**config.mk**
```make
export PLATFORM = sky130hd
export DESIGN_NAME = tlb_op_ctrl
export DESIGN_NICKNAME = d
export VERILOG_FILES = /design/src/rtl/tlb_op_ctrl.sv
export SDC_FILE = /design/constraint.sdc
export NUM_CORES = 1
export LEC_CHECK = 0
export ABC_AREA = 1
export CORE_ASPECT_RATIO = 0.9
export CORE_MARGIN = 3
export CORE_UTILIZATION = 45
export CTS_BUF_LIST = sky130_fd_sc_hd__clkbuf_4 sky130_fd_sc_hd__clkbuf_8 sky130_fd_sc_hd__clkbuf_16
export DETAILED_ROUTE_END_ITERATION = 10
export GPL_ROUTABILITY_DRIVEN = 0
export PLACE_DENSITY = 0.86
export SYNTH_ARGS = -nofsm -noshare
export SYNTH_HDL_FRONTEND = slang
export SYNTH_SLANG_ARGS = --single-unit
```
**constraint.sdc**
```tcl
create_clock -name clk -period 3.8 [get_ports clk]
set_clock_uncertainty 0.05 [all_clocks]
set_input_delay 0.76 -clock clk [delete_from_list [all_inputs] [get_ports clk]]
set_output_delay 0.76 -clock clk [all_outputs]
set_load 0.02 [all_outputs]
```
**src/rtl/tlb_op_ctrl.sv**
```systemverilog
// tlb_op_ctrl: sequences one MIPS-style TLB instruction (TLBP/TLBR/TLBWI/TLBWR)
// offered from writeback. It waits for outstanding memory traffic to drain, then
// either probes the TLB or issues a one-cycle read/write strobe to CP0. It finishes
// by requesting a refetch from the instruction after the TLB op.
// All strobes are registered: each one is computed from the next state, so it is
// high exactly during the cycle the FSM spends in the matching state.
module tlb_op_ctrl #(
  parameter int TLBNUM       = 16,
  parameter int TLBNUM_WIDTH = $clog2(TLBNUM)
) (
  input  logic                    clk,
  input  logic                    reset,
  input  logic                    op_valid,
  input  logic [1:0]              op_type,
  input  logic [31:0]             op_pc,
  output logic                    op_ready,
  input  logic                    flush,
  input  logic                    mem_busy,
  input  logic [18:0]             entry_hi_vpn2,
  input  logic [7:0]              entry_hi_asid,
  output logic                    s_valid,
  output logic [18:0]             s_vpn2,
  output logic [7:0]              s_asid,
  input  logic                    s_found,
  input  logic [TLBNUM_WIDTH-1:0] s_index,
  output logic                    tlbp,
  output logic [TLBNUM_WIDTH:0]   tlbp_result,
  output logic                    tlbr,
  output logic                    we,
  output logic                    tlbwr,
  output logic                    refetch,
  output logic [31:0]             refetch_pc,
  output logic                    busy
);

  localparam logic [1:0] OP_TLBP  = 2'b00;
  localparam logic [1:0] OP_TLBR  = 2'b01;
  localparam logic [1:0] OP_TLBWR = 2'b11;

  typedef enum logic [2:0] {
    ST_IDLE    = 3'd0,
    ST_DRAIN   = 3'd1,
    ST_PROBE   = 3'd2,
    ST_RESULT  = 3'd3,
    ST_COMMIT  = 3'd4,
    ST_REFETCH = 3'd5
  } state_t;

  state_t                  r_state;
  state_t                  w_next;
  logic [1:0]              r_op_type;
  logic [31:0]             r_op_pc;
  logic                    r_op_ready;
  logic                    r_busy;
  logic                    r_s_valid;
  logic                    r_tlbp;
  logic                    r_tlbr;
  logic                    r_we;
  logic                    r_tlbwr;
  logic                    r_refetch;
  logic [31:0]             r_refetch_pc;
  logic [TLBNUM_WIDTH:0]   r_tlbp_result;
  logic                    w_accept;
  logic [TLBNUM_WIDTH:0]   w_probe_result;

  // An op is taken only in IDLE and only when it is not being cancelled.
  assign w_accept       = (r_state == ST_IDLE) && op_valid && !flush;
  // TLB search result arrives during RESULT; top bit flags a miss.
  assign w_probe_result = {~s_found, s_index};

  // Next-state logic: drain memory, then probe or commit, then refetch.
  always_comb begin
    w_next = r_state;
    case (r_state)
      ST_IDLE: begin
        if (w_accept) begin
          w_next = ST_DRAIN;
        end else begin
          w_next = ST_IDLE;
        end
      end
      ST_DRAIN: begin
        if (flush) begin
          w_next = ST_IDLE;
        end else if (!mem_busy) begin
          if (r_op_type == OP_TLBP) begin
            w_next = ST_PROBE;
          end else begin
            w_next = ST_COMMIT;
          end
        end else begin
          w_next = ST_DRAIN;
        end
      end
      ST_PROBE: begin
        if (flush) begin
          w_next = ST_IDLE;
        end else begin
          w_next = ST_RESULT;
        end
      end
      // Once the op reaches RESULT/COMMIT it has committed; flush is ignored.
      ST_RESULT:  w_next = ST_REFETCH;
      ST_COMMIT:  w_next = ST_REFETCH;
      ST_REFETCH: w_next = ST_IDLE;
      default:    w_next = ST_IDLE;
    endcase
  end

  // State register plus registered strobes decoded from the next state.
  always_ff @(posedge clk) begin
    if (reset) begin
      r_state    <= ST_IDLE;
      r_op_ready <= 1'b1;
      r_busy     <= 1'b0;
      r_s_valid  <= 1'b0;
      r_tlbp     <= 1'b0;
      r_tlbr     <= 1'b0;
      r_we       <= 1'b0;
      r_tlbwr    <= 1'b0;
      r_refetch  <= 1'b0;
    end else begin
      r_state    <= w_next;
      r_op_ready <= (w_next == ST_IDLE);
      r_busy     <= (w_next != ST_IDLE);
      r_s_valid  <= (w_next == ST_PROBE);
      r_tlbp     <= (w_next == ST_RESULT);
      r_tlbr     <= (w_next == ST_COMMIT) && (r_op_type == OP_TLBR);
      r_we       <= (w_next == ST_COMMIT) && r_op_type[1];
      r_tlbwr    <= (w_next == ST_COMMIT) && (r_op_type == OP_TLBWR);
      r_refetch  <= (w_next == ST_REFETCH);
    end
  end

  // Latch the accepted op so later inputs cannot disturb it.
  always_ff @(posedge clk) begin
    if (reset) begin
      r_op_type <= 2'b00;
      r_op_pc   <= 32'h0000_0000;
    end else if (w_accept) begin
      r_op_type <= op_type;
      r_op_pc   <= op_pc;
    end else begin
      r_op_type <= r_op_type;
      r_op_pc   <= r_op_pc;
    end
  end

  // Keep the probe result for CP0 until the next probe completes.
  always_ff @(posedge clk) begin
    if (reset) begin
      r_tlbp_result <= '0;
    end else if (r_state == ST_RESULT) begin
      r_tlbp_result <= w_probe_result;
    end else begin
      r_tlbp_result <= r_tlbp_result;
    end
  end

  // Restart address is loaded on entry to REFETCH and held afterwards.
  always_ff @(posedge clk) begin
    if (reset) begin
      r_refetch_pc <= 32'h0000_0000;
    end else if (w_next == ST_REFETCH) begin
      r_refetch_pc <= r_op_pc + 32'd4;
    end else begin
      r_refetch_pc <= r_refetch_pc;
    end
  end

  assign op_ready    = r_op_ready;
  assign busy        = r_busy;
  assign s_valid     = r_s_valid;
  assign s_vpn2      = entry_hi_vpn2;
  assign s_asid      = entry_hi_asid;
  assign tlbp        = r_tlbp;
  // During RESULT the fresh search outcome is forwarded so it lines up with tlbp.
  assign tlbp_result = (r_state == ST_RESULT) ? w_probe_result : r_tlbp_result;
  assign tlbr        = r_tlbr;
  assign we          = r_we;
  assign tlbwr       = r_tlbwr;
  assign refetch     = r_refetch;
  assign refetch_pc  = r_refetch_pc;

endmodule

```
; Word level (Yosys, flattened, before mapping)
; Cells that the tools add are included.
[word_totals]
regBits = 82
in_bits = 71
output_inout_bits = 72
[op_classes]
add_sub_neg = 1
eq_ne = 10
mux = 7
n_bitwise = 1
n_reduce_logical = 11
[op_table]
columns = op, n
row1 = $add A32 B3 Y32 const B, 1
row2 = $eq A3 B2 Y1 const B, 4
row3 = $pmux W3 S4, 1
row4 = $eq A3 B3 Y1 const B, 3
row5 = $mux W3, 3
row6 = $logic_not A3 Y1, 2
row7 = $logic_and A1 B1 Y1, 5
row8 = $mux W5, 1
row9 = $eq A3 B1 Y1 const B, 1
row10 = $reduce_bool A3 Y1, 1
row11 = $eq A2 B1 Y1 const B, 1
row12 = $eq A2 B2 Y1 const B, 1
row13 = $logic_not A2 Y1, 1
row14 = $mux W2, 1
row15 = $reduce_or A2 Y1, 1
row16 = $logic_not A1 Y1, 1
row17 = $mux W1, 1
row18 = $not A1 Y1, 1

; Logic depth before layout (Yosys ltp)
[logic_depth]
ltp_word = 7
mapped_depth = 10

; Least setup slack after synthesis
; No wires, ideal clock.
[synth_path]
path_kind = input -> output
start = input s_found
end = output tlbp_result[4]
arrival_ps = 1105
setup_slack_ps = 1885
stages = 3
path_buffers = 0
path_cell_list = inv_1 > o21ai_0 > inv_1
[synth_between]
elab_chain_len = 2
[synth_lines]
columns = element, line_no
row1 = start: declaration, 24  ; input logic s_found,
row2 = $not A1 Y1, 69  ; assign w_probe_result = {~s_found, s_index};
row3 = $mux W5, n/a
row4 = end: declaration, 27  ; output logic [TLBNUM_WIDTH:0] tlbp_result,
; Every way passes these cells.

; Final worst setup path
[layout_path]
start = register r_state[2]
end = output tlbp_result[1]
[layout_between]
elab_chain_len = 2
[layout_lines]
columns = element, line_no
row1 = start: declaration, 49  ; state_t r_state;
row2 = start signal: assignment, 123  ; r_state <= w_next;
row3 = $eq A3 B2 Y1, 178  ; assign tlbp_result = (r_state == ST_RESULT) ? w_probe_result : r_tlbp_result;
row4 = $mux W5, n/a
; Every way passes these cells.

==> key figures <==
Run status
  • Status: complete, no violations

Critical path
  • Critical path arrival: about 2.1 ns
  • CP required: about 3 ns
  • Critical R2R Launch: r_op_pc[2]
  • Reg-to-Reg End: refetch_pc[28]
  • Crit. Startpoint: r_state[2]
  • Worst Setup EP: tlbp_result[1]
  • CP max FO: 7
  • Crit Path Class: reg2out
  • Crit path capture type: output port
  • Worst-case reg-to-reg path depth: 10
  • Flop-to-flop setup slack: ~1.7 ns
  • Startpoint type of the worst setup path: register

Place
  • Buffers on Ports: 88
  • Placed insts: roughly 750
  • Hpwl dp: between 7000 and 8000 µm
  • Placed cell area: about 0.0048 mm²
  • Worst slack at placement: slightly above 0.9 ns

Detailed routing
  • Final WL: 10370 µm
  • Iter 0 DRT Violations: approximately 280
  • Vias per inst: 5.090
  • WL/cell: approximately 14 µm
  • Antenna Nets Post-Route: 0
  • Residual DRC: 0
  • First-pass detailed-route iteration total: 5
  • Via count: 3889

Global route
  • Largest net degree at the start of global routing: 70
  • GR Overflow Total: 0
  • Initial antenna violation count: 0
  • First-pass GRT wire length: between 15000 and 20000 µm
  • Total track usage: 0.2047
  • Vias in the first global route: 3644

STA
  • Fmax: approximately 350 MHz
  • Hold WS: around 0.41 ns
  • Min Tclk post-route: 2.878 ns
  • Hold Violations, Final: 0
  • RSZ-0062 raised after global routing: false
  • Final setup viols: 0
  • Fin crit share: 0.7575
  • Relative max-transition margin: 0.5585
  • Final WS setup: about 0.92 ns
  • Worst slew pin tran: around 0.66 ns
  • Setup TNS: 0 ns
  • Max Slew Vio Count: 0

Layout
  • Multi-input gate area: about 0.0017 mm²
  • Final Core Density: 0.5756
  • Nets@finish: ~710
  • Share of cells above drive strength 1: 0.05581
  • Finished Cell Area: around 0.0050 mm²
  • Fillers: just under 800
  • Synth-to-Final Area Change: 23.60%
  • Register area: 0.001642 mm²
  • Non-Filler Instances: between 700 and 800
  • Diode count: 0

Clocking
  • Num Clock Sinks: slightly above 80
  • Post-CTS Setup Repair Bufs: 0
  • CTS hold repair buffers: 0
  • Clock Path Buffers: 2
  • Clock Root Buffer: clkbuf_8
  • CTS tree: done
  • Total CTS buffers: 9
  • Clock Latency Late Sink: ~0.35 ns
  • Resized Gates After CTS: 0
  • Worst-path clk slew: around 0.080 ns
  • H-tree depth: 3

Floorplan
  • Die height: 95.54 µm
  • Initial core utilization: 0.4657
  • Die ar.: 0.01008 mm²
  • Area of the core: 0.008608 mm²
  • FP Rows: 32
  • Ports: between 100 and 150
  • Die W: roughly 110 µm

Yosys
  • Gate Count Post-Synth: 587
  • Post-synth cell types: 30
  • Syn Area/Cell: roughly 6.8 µm²
  • Top cell type's share of synthesized area: 0.4095
  • Post-synth top area cell: dfxtp_1
  • Top area cells in the synthesized netlist: dfxtp_1, nand2_1, inv_1
  • FFs w/ async S/R, synth: 0
  • Yosys warns: 0
  • Syn nets: 659
  • Syn Std Cell Area: between 0.004 and 0.005 mm²
  • Yosys reg bits: 82
  • Synth Flop Type: dfxtp_1
  • Sequential share of the synthesized area: 0.4095
  • Post-synth EDFFs: 0

Worst hold path
  • Hold Crit Class: reg2reg
  • WHS Path Cells: 2

Flow run
  • Maxcap violations: 0

Power
  • Final Power: 1.678 mW
  • Static Leak: approximately 2.1 nW
  • Cell area power density: about 340 mW/mm²
  • Maximum VDD drop: about 0.00027 V
==> cell type report <==
cell class | count | share of cell area
Clock buffer | 11 | 0.02803
Clock inverter | 4 | 0.006061
Inverter | 95 | 0.07197
Multi-Input combinational cell | 362 | 0.3477
Sequential cell | 82 | 0.3313
Tap cell | 119 | 0.03005
Timing Repair Buffer | 91 | 0.1848
==> power by group <==
group,internal [mW],switching [mW]
clock network,0.248,0.311
logic,0.0899,0.0996
registers,0.896,0.0331
==> critical path, cell delays in order (launching register included) <==
cell and delay, ns:
dfxtp_1 0.35, inv_1 0.07, nand3_2 0.14, inv_1 0.11, or2_2 0.29, o21ai_0 0.12
inv_1 0.08, clkdlybuf4s50_1 0.54
==> synthesized netlist by cell type (all sizes together) (3+ instances only) <==
library cell and instances:
a21oi 40, buf 36, clkbuf 12, dfxtp 82, inv 95, nand2 116, nand3 47, nand4 4
nor2 61, o211ai 4, o21ai 70, or2 9, xor2 3
==> state kept, by name, summed over array words and instances (netlist names) <==
register	cells
busy	1
op_ready	1
r_op_pc	32
r_op_type	2
r_state	3
r_tlbp_result	5
refetch	1
refetch_pc	32
s_valid	1
tlbp	1
tlbr	1
tlbwr	1
we	1
==> cells in the final DEF (no fill, tap or decap), types with 3 or more instances in the layout <==
cell type        count
a21oi_1             40
clkbuf_8             9
clkdlybuf4s50_1     88
clkinvlp_4           4
dfxtp_1             82
inv_1               95
nand2_1            112
nand3_1             45
nand4_1              4
nor2_1              55
nor2_4               3
o211ai_1             4
o21ai_0             69
or2_0                3
or2_2                6
xor2_1               3
==> routing by layer <==
layer  wire length (µm)  share of wire  GRT usage  vias up
li1                   -              -          -     1930
met1               4386           0.42     0.2415     1755
met2               4811           0.46     0.3450      163
met3                831          0.080    0.05484       41
met4                336          0.032     0.1057        0
met5                  0              0          0        -
==> worst min path at each step <==
stage                 start            end  slack [ns]
2_1_floorplan  r_op_type[1]           tlbr        0.37
3_3_place_gp   r_op_type[1]           tlbr        0.39
3_5_place_dp     r_op_pc[1]  refetch_pc[1]        0.40
4_1_cts          r_op_pc[1]  refetch_pc[1]        0.41
5_1_grt          r_op_pc[1]  refetch_pc[1]        0.43
6_report         r_op_pc[1]  refetch_pc[1]        0.41
==> cell families (layout without fill, tap and decap cells) <==
logic type | count (synthesis) | after routing | share of synthesized area
AOI/OAI and AO/OA | 116 | 116 | 0.1486
xor gates and xnor gates | 4 | 4 | 0.008741
adders and majority gates | 1 | 1 | 0.003121
buffers and inverters | 143 | 201 | 0.1620
DFF | 82 | 82 | 0.4095
and+or+nand+nor | 241 | 241 | 0.2681
Note: power is estimated with default switching activity, not from simulation.
